### config.mk
export PLATFORM = sky130hd
export DESIGN_NAME = dmem_port_arbiter
export DESIGN_NICKNAME = d
export VERILOG_FILES = /design/src/rtl/dmem_port_arbiter_pkg.sv /design/src/rtl/dmem_port_arbiter_lane_align.sv /design/src/rtl/dmem_port_arbiter.sv
export SDC_FILE = /design/constraint.sdc
export NUM_CORES = 1
export LEC_CHECK = 0
export BUFFER_PORTS_ARGS = -buffer_cell sky130_fd_sc_hd__buf_2
export CAP_MARGIN = 20
export CORE_AREA = 2 2 124 126
export CTS_CLUSTER_DIAMETER = 40
export DETAILED_ROUTE_END_ITERATION = 6
export DIE_AREA = 0 0 126 128
export GPL_ROUTABILITY_DRIVEN = 0
export SYNTH_ARGS = -nofsm -noshare
export SYNTH_HDL_FRONTEND = slang
export SYNTH_HIERARCHICAL = 1
export SYNTH_SLANG_ARGS = --single-unit
export TNS_END_PERCENT = 50
### constraint.sdc
create_clock -name clk -period 3.9 [get_ports clk]
set_input_delay 0.585 -clock clk [delete_from_list [all_inputs] [get_ports clk]]
set_output_delay 0.585 -clock clk [all_outputs]
set_load 0.1 [all_outputs]
### src/rtl/dmem_port_arbiter_pkg.sv
// -----------------------------------------------------------------------------
// dmem_port_arbiter_pkg
// Shared definitions for the data-memory port arbiter:
//   - access-type codes (BYTE / HALFWORD / FULLWORD)
//   - arbiter FSM state encoding
//   - in-flight read owner IDs
// -----------------------------------------------------------------------------
package dmem_port_arbiter_pkg;

   localparam int TYPE_W = 4;

   localparam logic [TYPE_W-1:0] BYTE     = 4'd0;
   localparam logic [TYPE_W-1:0] HALFWORD = 4'd1;
   localparam logic [TYPE_W-1:0] FULLWORD = 4'd2;

   typedef enum logic {
      DMEM_IDLE    = 1'b0,
      DMEM_RD_PEND = 1'b1
   } dmem_state_t;

   localparam logic DMEM_OWN_CORE = 1'b0;
   localparam logic DMEM_OWN_DBG  = 1'b1;

endpackage

### src/rtl/dmem_port_arbiter_lane_align.sv
// -----------------------------------------------------------------------------
// dmem_lane_align
// Purely combinational byte-lane helper for a 32-bit, 4-lane memory word.
//   Store side: st_type/st_lane/st_wdat -> st_wea (byte enables), st_dina
//               (lane-steered data, disabled lanes zero), st_err (misaligned
//               or unknown type; st_wea is 0 whenever st_err is set).
//   Load side:  ld_type/ld_sign/ld_lane/ld_word -> ld_data (extracted lane,
//               sign- or zero-extended; FULLWORD passes through).
// -----------------------------------------------------------------------------
module dmem_lane_align
   import dmem_port_arbiter_pkg::*;
#(
   parameter int TW = 4
) (
   input  logic [TW-1:0] st_type,
   input  logic [1:0]    st_lane,
   input  logic [31:0]   st_wdat,
   output logic [3:0]    st_wea,
   output logic [31:0]   st_dina,
   output logic          st_err,
   input  logic [TW-1:0] ld_type,
   input  logic          ld_sign,
   input  logic [1:0]    ld_lane,
   input  logic [31:0]   ld_word,
   output logic [31:0]   ld_data
);

   logic [31:0] st_rep;
   logic [31:0] ld_shift;
   logic [15:0] ld_half;

   // Store side: replicate the right-aligned data into every candidate lane,
   // then let the byte enables decide which lanes survive.
   always_comb begin
      st_wea = 4'b0000;
      st_err = 1'b0;
      st_rep = st_wdat;
      case (st_type)
         TW'(BYTE): begin
            st_wea = 4'b0001 << st_lane;
            st_rep = {4{st_wdat[7:0]}};
         end
         TW'(HALFWORD): begin
            st_rep = {2{st_wdat[15:0]}};
            if (st_lane[0]) st_err = 1'b1;
            else            st_wea = st_lane[1] ? 4'b1100 : 4'b0011;
         end
         TW'(FULLWORD): begin
            if (st_lane != 2'b00) st_err = 1'b1;
            else                  st_wea = 4'b1111;
         end
         default: st_err = 1'b1;
      endcase
   end

   for (genvar gi = 0; gi < 4; gi++) begin : g_lane
      assign st_dina[gi*8 +: 8] = st_wea[gi] ? st_rep[gi*8 +: 8] : 8'h00;
   end

   // Load side
   always_comb begin
      ld_shift = ld_word >> {ld_lane, 3'b000};
      ld_half  = ld_lane[1] ? ld_word[31:16] : ld_word[15:0];
      case (ld_type)
         TW'(BYTE):     ld_data = {{24{ld_sign & ld_shift[7]}}, ld_shift[7:0]};
         TW'(HALFWORD): ld_data = {{16{ld_sign & ld_half[15]}}, ld_half};
         default:       ld_data = ld_word;
      endcase
   end

endmodule

### src/rtl/dmem_port_arbiter.sv
// -----------------------------------------------------------------------------
// dmem_port_arbiter
// Shares one data-memory BRAM port (1-cycle read latency) between the core
// load/store path (port 0, c_*) and the debug/program loader (port 1, d_*).
//   c_/d_ req, we, type, sign, addr, wdat : request inputs (held until gnt)
//   c_/d_ gnt, err                         : grant / misaligned flag (same cycle)
//   c_/d_ rvalid, rdata                    : load return, one cycle after grant
//   c_stall                                : core request waiting this cycle
//   bram_addr, wea, dina                   : combinational BRAM drive
//   bram_read                              : BRAM douta
// Build option: DMEM_RR_EN selects round-robin on contested cycles; otherwise
// port 0 has fixed priority.
// -----------------------------------------------------------------------------
module dmem_port_arbiter
   import dmem_port_arbiter_pkg::*;
#(
   parameter int AW = 32,
   parameter int DW = 32,
   parameter int TW = 4
) (
   input  logic          clk,
   input  logic          rst,
   input  logic          c_req,
   input  logic          c_we,
   input  logic [TW-1:0] c_type,
   input  logic          c_sign,
   input  logic [AW-1:0] c_addr,
   input  logic [DW-1:0] c_wdat,
   input  logic          d_req,
   input  logic          d_we,
   input  logic [TW-1:0] d_type,
   input  logic          d_sign,
   input  logic [AW-1:0] d_addr,
   input  logic [DW-1:0] d_wdat,
   output logic          c_gnt,
   output logic          c_err,
   output logic          c_rvalid,
   output logic [DW-1:0] c_rdata,
   output logic          d_gnt,
   output logic          d_err,
   output logic          d_rvalid,
   output logic [DW-1:0] d_rdata,
   output logic          c_stall,
   output logic [AW-1:0] bram_addr,
   output logic [3:0]    wea,
   output logic [DW-1:0] dina,
   input  logic [DW-1:0] bram_read
);

   dmem_state_t   state_reg, state_next;
   logic          owner_reg;
   logic [TW-1:0] type_reg;
   logic          sign_reg;
   logic [1:0]    lane_reg;

   logic          pick_d;
   logic          gnt_any;
   logic          sel_we;
   logic [TW-1:0] sel_type;
   logic          sel_sign;
   logic [AW-1:0] sel_addr;
   logic [DW-1:0] sel_wdat;
   logic [3:0]    st_wea;
   logic [DW-1:0] st_dina;
   logic          st_err;
   logic [DW-1:0] ld_data;
   logic          wr_ok;
   logic          rd_start;
   logic          rd_ret;

`ifdef DMEM_RR_EN
   // Port preferred on the next contested cycle; flips after each contested grant.
   logic prio_reg;

   always_ff @(posedge clk) begin
      if (rst)                       prio_reg <= 1'b0;
      else if (c_req && d_req)       prio_reg <= ~prio_reg;
   end

   assign pick_d = (c_req && d_req) ? prio_reg : d_req;
`else
   assign pick_d = !c_req && d_req;
`endif

   // Nothing is granted while reset is asserted, so every BRAM drive is quiet.
   assign c_gnt   = c_req && !pick_d && !rst;
   assign d_gnt   = d_req &&  pick_d && !rst;
   assign gnt_any = c_gnt || d_gnt;
   assign c_stall = c_req && !c_gnt && !rst;

   assign sel_we   = d_gnt ? d_we   : c_we;
   assign sel_type = d_gnt ? d_type : c_type;
   assign sel_sign = d_gnt ? d_sign : c_sign;
   assign sel_addr = d_gnt ? d_addr : c_addr;
   assign sel_wdat = d_gnt ? d_wdat : c_wdat;

   dmem_lane_align #(.TW(TW)) u_align (
      .st_type (sel_type),
      .st_lane (sel_addr[1:0]),
      .st_wdat (sel_wdat),
      .st_wea  (st_wea),
      .st_dina (st_dina),
      .st_err  (st_err),
      .ld_type (type_reg),
      .ld_sign (sign_reg),
      .ld_lane (lane_reg),
      .ld_word (bram_read),
      .ld_data (ld_data)
   );

   assign c_err    = c_gnt && st_err;
   assign d_err    = d_gnt && st_err;
   assign wr_ok    = gnt_any &&  sel_we && !st_err;
   assign rd_start = gnt_any && !sel_we && !st_err;

   assign wea       = wr_ok   ? st_wea  : 4'b0000;
   assign dina      = wr_ok   ? st_dina : '0;
   assign bram_addr = gnt_any ? {2'b00, sel_addr[AW-1:2]} : '0;

   // FSM: RD_PEND marks that the BRAM output this cycle belongs to a load.
   always_ff @(posedge clk) begin
      if (rst) state_reg <= DMEM_IDLE;
      else     state_reg <= state_next;
   end

   always_comb begin
      state_next = DMEM_IDLE;
      case (state_reg)
         DMEM_IDLE:    if (rd_start) state_next = DMEM_RD_PEND;
         DMEM_RD_PEND: if (rd_start) state_next = DMEM_RD_PEND;
         default:      state_next = DMEM_IDLE;
      endcase
   end

   // In-flight descriptor, captured only when a load is issued.
   always_ff @(posedge clk) begin
      if (rst) begin
         owner_reg <= DMEM_OWN_CORE;
         type_reg  <= '0;
         sign_reg  <= 1'b0;
         lane_reg  <= 2'b00;
      end else if (rd_start) begin
         owner_reg <= d_gnt ? DMEM_OWN_DBG : DMEM_OWN_CORE;
         type_reg  <= sel_type;
         sign_reg  <= sel_sign;
         lane_reg  <= sel_addr[1:0];
      end
   end

   // A read pending when reset rises is dropped, including the reset cycle.
   assign rd_ret   = (state_reg == DMEM_RD_PEND) && !rst;
   assign c_rvalid = rd_ret && (owner_reg == DMEM_OWN_CORE);
   assign d_rvalid = rd_ret && (owner_reg == DMEM_OWN_DBG);
   assign c_rdata  = c_rvalid ? ld_data : '0;
   assign d_rdata  = d_rvalid ? ld_data : '0;

endmodule
==> results of run 1 <==
cells by family after synthesis:
kind of cell	synth area share, %
AOI/OAI and AO/OA	25.5
xor gates and xnor gates	0.272
buffers and inverters	8.30
DFF	5.59
muxes	22.4
other	0.116
and+or+nand+nor	37.8
timing repair:
item / 4_1_cts / 5_1_grt
gates resized for setup: 0 / 4
hold buffers: 0 / 0
endpoints found under the setup margin: 0 / 36
endpoints found under the hold margin: 0 / 0
metal layers:
metal | part of all wire, % | wire [um] | track usage, %
met1 | 38 | 5580 | 18.6
met2 | 51 | 7620 | 32.9
met3 | 7.7 | 1150 | 2.84
met4 | 3.0 | 448 | 5.82
met5 | 0.17 | 25 | 0
synth_stat cells, types with 2 or more instances:
| library cell | instances |
|---|---|
| dfxtp_1 | 9 |
| nor3_1 | 2 |
| clkbuf_2 | 2 |
| a221oi_1 | 7 |
| nand3b_1 | 2 |
| o21a_1 | 2 |
| mux2i_1 | 34 |
| nand2b_1 | 4 |
| and2_1 | 110 |
| buf_1 | 2 |
| buf_4 | 4 |
| nand3_1 | 7 |
| inv_1 | 8 |
| o221a_2 | 7 |
| buf_6 | 4 |
| nor3_2 | 9 |
| nor2_1 | 17 |
| nor3b_1 | 4 |
| clkbuf_1 | 18 |
| or3_2 | 2 |
| o21ai_0 | 18 |
| a22o_1 | 38 |
| nand2_1 | 37 |
| a2111oi_0 | 7 |
| buf_2 | 12 |
| a21oi_1 | 17 |
| mux2_2 | 34 |
| nor2b_1 | 3 |
metrics by stage:
step	std cells	power (W)	worst slack, ns
floorplan	442	0.000477	-0.113
global placement	932	0.000672	0.106
detailed placement	932	0.000675	0.109
CTS	936	0.000858	0.0712
global route	936	0.000901	0.00144
finish	936	0.000856	0.150
area by class of cell:
| class | count | area [um2] |
|---|---|---|
| inverter | 9 | 33.8 |
| timing repair buffer | 345 | 2430 |
| multi-input combinational | 381 | 2870 |
| clock buffer | 4 | 78.8 |
| fill | 1550 | 9040 |
| tap | 188 | 235 |
| sequential | 9 | 180 |
worst paths after layout:
| path | start | to | slack, ns |
|---|---|---|---|
| min reg2reg | owner_reg | owner_reg | 0.49 |
| max reg2reg | lane_reg[1] | lane_reg[1] | 2.66 |
| max | rst | wea[0] | 0.15 |
| min | owner_reg | owner_reg | 0.49 |
worst min-delay path, stage by stage (launching register included):
cell and delay [ns]:
dfxtp_1 0.32, nand2b_1 0.07, o21ai_0 0.06
power by group:
group	switching, W	internal (W)
Sequential	0.00000413	0.0000949
Clock	0.0000441	0.000137
Combinational	0.000374	0.000202
Total	0.000422	0.000434
==> run_results.csv, run 1 <==
group,metric,value,unit
hold_path,worstHoldPathCells,2,
global_route,grt_pass1_vias,4285,
route,wl,14.8,mm
layout,layout_common_cells,"buf_2 (275), and2_1 (79), buf_12 (42)",
critical_path,timing.critical_path.cells,"buf_2 -> nor3b_4 -> buf_4 -> mux2i_1 -> inv_2 -> or2_1 -> a2111oi_4 -> a21oi_1 -> a211oi_4 -> buf_12 -> and2_1 -> buf_12",
sta,relSlewSlack,32.2,%
critical_path,worstSetupStartpointType,"primary input",
yosys,ys_top_cells_by_area,"and2_1 (21%), mux2_2 (12%), mux2i_1 (11%), a22o_1 (10%), dfxtp_1 (5.6%)",
layout,layout_commonest_cell,"buf_2",
status,status,"finished, final reports clean",
global_route,grt_max_degree,65,
critical_path,cp_max_fo,36,
layout,largest_register_ffs,4,
layout,drive_gt1_share,59.4,%
sta,setup_viol,0,
route,drc,0,
global_route,grt_pass1_wl,22.1,mm
clock_tree,htree_levels,1,
power_and_ir_drop,leakagePower,2.85,nW
sta,hold_viol_final,0,
sta,slew_viol_final,0,
clock_tree,numCtsBuffers,3,
yosys,synth_warnings,6,
critical_path,reg2regPathDepth,2,
yosys,ys_seq_area_share,5.59,%
critical_path,endpoint_kind,"output port",
yosys,synth_edf_count,0,
yosys,ys_ff_latch,9,
route,dr.pass1.iters,4,
global_route,grt_antenna_before_repair,2,
critical_path,critPathBufInv,5,
critical_path,crit_slowest_cell,"a2111oi_4",
sta,final.min_clock_period,3.75,ns
yosys,synthesis.area,0.00322,mm2
sta,tightest_slew,1.02,ns
route,vias_per_cell,4.71,
power_and_ir_drop,worst_ir_drop_vdd,137,uV
power_and_ir_drop,pwr_density_cell,147,mW/mm2
floorplanning,core,0.0149,mm2
route,vias,4407,
yosys,yosys.cell_types.count,48,
critical_path,cpLargestDelayFamily,"buffers and inverters",
layout,area_growth,80.6,%
yosys,yosysTopAreaCellShare,21.3,%
floorplanning,row_count,45,
yosys,syn-mean-instance-area,7.33,um2
job,maxCapViolations,0,
floorplanning,io_pins,315,
critical_path,worst_ep_required_time,3.31,ns
yosys,syn_inst,440,
sta,holdWs,0.494,ns
critical_path,cp.arrival,3.17,ns
critical_path,critical_path_depth,12,
place,portBuffers,311,
clock_tree,clk_latency,0.23,ns
yosys,async_flop_share,0,%
yosys,synth_ff_type,"dfxtp_1",
global_route,grt-ovfl-total,0,
layout,antennaDiodeCount,0,
yosys,yosysTopAreaCell,"and2_1",
layout,num-nets-final,925,
sta,timing.final.crit_share,96.2,%
hold_path,min_path_type,"reg -> reg",
clock_tree,postCtsSetupRepairBufs,0,
place,placed_cell_area,0.00574,mm2
sta,rsz0062_at_grt,"no",
critical_path,critPathMostFrequentCell,"buf_12",
floorplanning,die_y,128,um
sta,setup_tns,0,ns
clock_tree,clock_path_buffers,2,
clock_tree,ctsRootBufferMaster,"clkbuf_16",
floorplanning,die_area,0.0161,mm2
place,place_hpwl,12.5,mm
layout,post-route-util,39.2,%
route,ant_nets,0,
layout,stdcell_area,0.00582,mm2
global_route,grt_usage,17.0,%
route,drtIter0Drc,131,
clock_tree,path_clk_slew,0.04,ns
sta,skew,0,ns
floorplanning,die_w,126,um
floorplanning,start_util,21.7,%
critical_path,slowest_delay,0.34,ns
sta,max_freq,267,MHz
clock_tree,cts_tree,"yes",
route,avgRoutedWirePerCell,15.8,um
critical_path,crit_type,"in -> out",
clock_tree,clock-sinks,9,
Note: power is estimated with default switching activity, not from simulation.
==> inputs of run 2 (changes only) <==
Settings changed: CORE_AREA 2 2 124 126 to 2 2 122 124, DIE_AREA 0 0 126 128 to 0 0 124 126.
==> run_results.csv, run 2 (synthesis gave the netlist of run 1 again) <==
group,metric,value,unit
status,status,"finished, final reports clean",
power_and_ir_drop,total_power,0.000841,W
place,portBuffers,311,
route,drtIter0Drc,146,
floorplanning,core,0.0143,mm2
place,place_hpwl,12.3,mm
global_route,grt_use_met3,2.31,%
sta,skew,0,ns
clock_tree,numCtsBuffers,3,
floorplanning,die_y,126,um
route,vias,4417,
global_route,grt-ovfl-total,0,
power_and_ir_drop,leakagePower,2.77,nW
global_route,grtUsageMet1,19.2,%
route,dr.pass1.iters,4,
floorplanning,row_count,44,
clock_tree,ctsRootBufferMaster,"clkbuf_16",
layout,layout_common_cells,"buf_2 (273), and2_1 (79), buf_12 (39)",
sta,timing.final.crit_share,95.3,%
sta,final.min_clock_period,3.72,ns
layout,area_growth,77.1,%
critical_path,worst_ep_required_time,3.31,ns
critical_path,regToRegSetupSlack,2.66,ns
layout,fillers,1483,
power_and_ir_drop,pwr_density_cell,147,mW/mm2
floorplanning,die_w,124,um
sta,slew_viol_final,0,
global_route,grt_antenna_before_repair,1,
critical_path,worstSetupStartpointType,"primary input",
critical_path,crit_type,"in -> out",
sta,rsz0062_at_grt,"no",
clock_tree,cts_tree,"yes",
clock_tree,clock-sinks,9,
clock_tree,clk_latency,0.23,ns
route,vias_per_cell,4.81,
place,placed_cell_area,0.00559,mm2
clock_tree,ctsResizeCount,0,
job,maxCapViolations,0,
critical_path,cp_max_fo,36,
layout,num-nets-final,911,
global_route,top_usage_layer,"met2",
critical_path,cp.arrival,3.13,ns
floorplanning,start_util,22.5,%
layout,layout_commonest_cell,"buf_2",
hold_path,min_path_type,"reg -> reg",
sta,max_freq,269,MHz
floorplanning,io_pins,315,
global_route,grt_pass1_vias,4153,
route,avgRoutedWirePerCell,16.0,um
layout,antennaDiodeCount,0,
route,drc,0,
power_and_ir_drop,worst_ir_drop_vdd,159,uV
global_route,grt_max_degree,39,
clock_tree,htree_levels,1,
global_route,grt_pass1_wl,21.7,mm
route,ant_nets,0,
layout,drive_gt1_share,59.0,%
clock_tree,cts_hold_buf,0,
layout,stdcell_area,0.00571,mm2
clock_tree,postCtsSetupRepairBufs,0,
floorplanning,die_area,0.0156,mm2
clock_tree,clock_path_buffers,2,
sta,setup_viol,0,
global_route,use_met2,34.6,%
clock_tree,path_clk_slew,0.04,ns
global_route,grt_usage,17.6,%
layout,post-route-util,39.9,%
sta,hold_viol_final,0,
sta,relSlewSlack,28.2,%
route,wl,14.7,mm
sta,tightest_slew,1.08,ns
critical_path,endpoint_kind,"output port",
layout,largest_register_ffs,4,
-- run 2: layout make-up --
class | instances | area, um2 | area share, %
clock buffer | 4 | 78.8 | 1.38
inverter | 9 | 33.8 | 0.591
multi-input combinational | 381 | 2900 | 50.8
sequential | 9 | 180 | 3.15
tap | 184 | 230 | 4.03
timing repair buffer | 331 | 2290 | 40.1
-- run 2: through the flow --
step	setup slack (ns)	cells	setup TNS, ns	hold slack (ns)
6_report	0.183	918	0	0.502
5_1_grt	0.0200	918	0	0.530
4_1_cts	0.0661	918	0	0.506
3_5_place_dp	0.0931	914	0	0.499
3_3_place_gp	0.129	914	0	0.489
2_1_floorplan	-0.113	442	-1.67	0.458
-- run 2: path summary, 6_finish.rpt --
check / from / to / cells after the start
setup / recovery: c_req / wea[2] / 11
hold / removal: owner_reg / owner_reg / 2
setup reg to reg: lane_reg[1] / lane_reg[1] / 2
hold reg to reg: owner_reg / owner_reg / 2
-- run 2: worst max-delay path: stages --
cell and delay [ns]:
buf_2 0.15, nor3b_4 0.30, mux2i_1 0.33, inv_1 0.10, or2_1 0.28, a2111oi_4 0.39
a21oi_2 0.15, a211oi_4 0.23, buf_12 0.21, and2_1 0.19, buf_12 0.18
-- run 2: where the power goes --
| part | total (W) | switching [W] | internal (W) |
|---|---|---|---|
| sequential | 0.0000992 | 0.00000427 | 0.0000949 |
| combinational | 0.000562 | 0.000373 | 0.000189 |
| clock | 0.000180 | 0.0000431 | 0.000136 |
-- run 2: routing by layer --
layer	wire, um	vias up
li1	-	2155
met5	13	-
met3	1160	21
met2	7770	240
met4	319	2
met1	5420	1999
==> inputs of run 3 (changes only) <==
Settings changed: HOLD_SLACK_MARGIN set to 0.06.
Clock period 3.9 ns to 4.6 ns, I/O delays scaled along.
==> run_results.csv, run 3 (synthesis gave the netlist of run 1 again) <==
group,metric,value,unit
status,status,"finished, final reports clean",
clock_tree,path_clk_slew,0.04,ns
global_route,grt-ovfl-total,0,
power_and_ir_drop,worst_ir_drop_vdd,81.8,uV
layout,num-nets-final,905,
sta,skew,0,ns
place,place_hpwl,12.3,mm
power_and_ir_drop,power_frac_clock,22.2,%
sta,max_freq,238,MHz
clock_tree,clock-sinks,9,
route,dr.pass1.iters,4,
layout,post-route-util,38.7,%
critical_path,cp_max_fo,36,
floorplanning,die_w,124,um
route,ant_nets,0,
layout,layout_common_cells,"buf_2 (275), and2_1 (110), a22o_1 (38)",
floorplanning,die_area,0.0156,mm2
sta,relSlewSlack,30.3,%
critical_path,endpoint_kind,"output port",
sta,slew_viol_final,0,
critical_path,crit_type,"in -> out",
route,avgRoutedWirePerCell,16.2,um
job,maxCapViolations,0,
route,vias,4320,
power_and_ir_drop,leakagePower,2.70,nW
global_route,grt_max_degree,53,
clock_tree,clock_path_buffers,2,
place,dp.cells,908,
power_and_ir_drop,switching_share,50.4,%
clock_tree,ctsRootBufferMaster,"clkbuf_16",
route,vias_per_cell,4.73,
sta,timing.final.crit_share,91.2,%
route,drtIter0Drc,192,
layout,stdcell_area,0.00554,mm2
sta,rsz0062_at_grt,"no",
layout,area_growth,71.8,%
clock_tree,clk_latency,0.24,ns
critical_path,worstSetupStartpointType,"primary input",
global_route,grt_pass1_wl,21.8,mm
sta,hold_viol_final,0,
route,wl,14.8,mm
floorplanning,die_y,126,um
clock_tree,numCtsBuffers,3,
critical_path,worst_ep_required_time,3.91,ns
power_and_ir_drop,pwr_density_cell,126,mW/mm2
global_route,grt_usage,17.7,%
layout,drive_gt1_share,53.8,%
layout,layout_commonest_cell,"buf_2",
place,placed_cell_area,0.00545,mm2
floorplanning,row_count,44,
sta,tightest_slew,1.05,ns
critical_path,regToRegSetupSlack,3.38,ns
layout,fillers,1530,
place,portBuffers,311,
floorplanning,io_pins,315,
critical_path,cp.arrival,3.50,ns
sta,setup_tns,0,ns
clock_tree,cts_hold_buf,0,
layout,fin_cells,913,
power_and_ir_drop,p_seq_share,12.0,%
sta,setup_viol,0,
hold_path,min_path_type,"reg -> reg",
floorplanning,start_util,22.5,%
sta,final.min_clock_period,4.19,ns
power_and_ir_drop,power.switching,0.000353,W
power_and_ir_drop,p_int,0.000347,W
floorplanning,core,0.0143,mm2
clock_tree,postCtsSetupRepairBufs,0,
power_and_ir_drop,p_comb_share,65.8,%
layout,largest_register_ffs,4,
route,drc,0,
clock_tree,htree_levels,1,
global_route,grt_antenna_before_repair,1,
global_route,grt_pass1_vias,4086,
clock_tree,cts_tree,"yes",
[run 3: cell count changes in the layout (fill, tap and decap cells not counted), moves of 3 or more]
cell       before  now
a2111oi_0       0    7
and2_2         17    0
a2111oi_1       5    0
buf_4          19   13
and2_4         14    0
buf_12         39   36
and2_1         79  110
[run 3: final timing paths]
kind,start,endpoint,cells past startpoint
worst min-delay path,owner_reg,owner_reg,2
worst max register to register,lane_reg[1],lane_reg[1],2
worst min register to register,owner_reg,owner_reg,2
worst max-delay path,c_req,dina[18],12
[run 3: timing repair]
action	4_1_cts	5_1_grt
setup endpoints to repair	0	36
resized for setup	0	2
hold endpoints to repair	0	0
[run 3: cell type report]
| cell class | count | area (um2) | area share [%] |
|---|---|---|---|
| diodes | 1 | 2.50 | 0.0452 |
| clock buffers | 4 | 78.8 | 1.42 |
| inverters | 9 | 33.8 | 0.610 |
| multi-input cells | 381 | 2810 | 50.7 |
| flip-flops and latches | 9 | 180 | 3.25 |
| well taps | 184 | 230 | 4.16 |
| repair buffers | 325 | 2210 | 39.8 |
[run 3: power by group through the flow]
stage	logic (W)	registers, W	clock network (W)
2_1_floorplan	0.000321	0.0000829	0
4_1_cts	0.000460	0.0000839	0.000157
5_1_grt	0.000491	0.0000841	0.000161
6_report	0.000460	0.0000840	0.000155
3_5_place_dp	0.000457	0.0000851	0
3_3_place_gp	0.000454	0.0000851	0
[run 3: critical path: stages]
cell       delay, ns
buf_2           0.14
nor3b_2         0.19
buf_4           0.22
mux2i_1         0.25
inv_1           0.16
or2_4           0.34
a2111oi_4       0.35
a21oi_1         0.23
a211oi_4        0.25
buf_6           0.25
and2_1          0.22
buf_12          0.19
[run 3: per-stage QoR]
step | power (W) | setup slack [ns] | hold WS, ns
final | 0.000699 | 0.407 | 0.508
after floorplan | 0.000404 | 0.173 | 0.458
after CTS | 0.000700 | 0.214 | 0.507
after global placement | 0.000540 | 0.378 | 0.486
after detailed placement | 0.000542 | 0.246 | 0.501
after global routing | 0.000736 | 0.117 | 0.559
[run 3: metal layers]
metal | vias to the layer above | share of wire [%] | track usage, %
met3 | 13 | 8.4 | 2.99
met2 | 226 | 51 | 33.5
li1 | 2145 | - | -
met1 | 1936 | 39 | 20.7
met4 | 0 | 1.2 | 3.04
met5 | - | 0 | 0
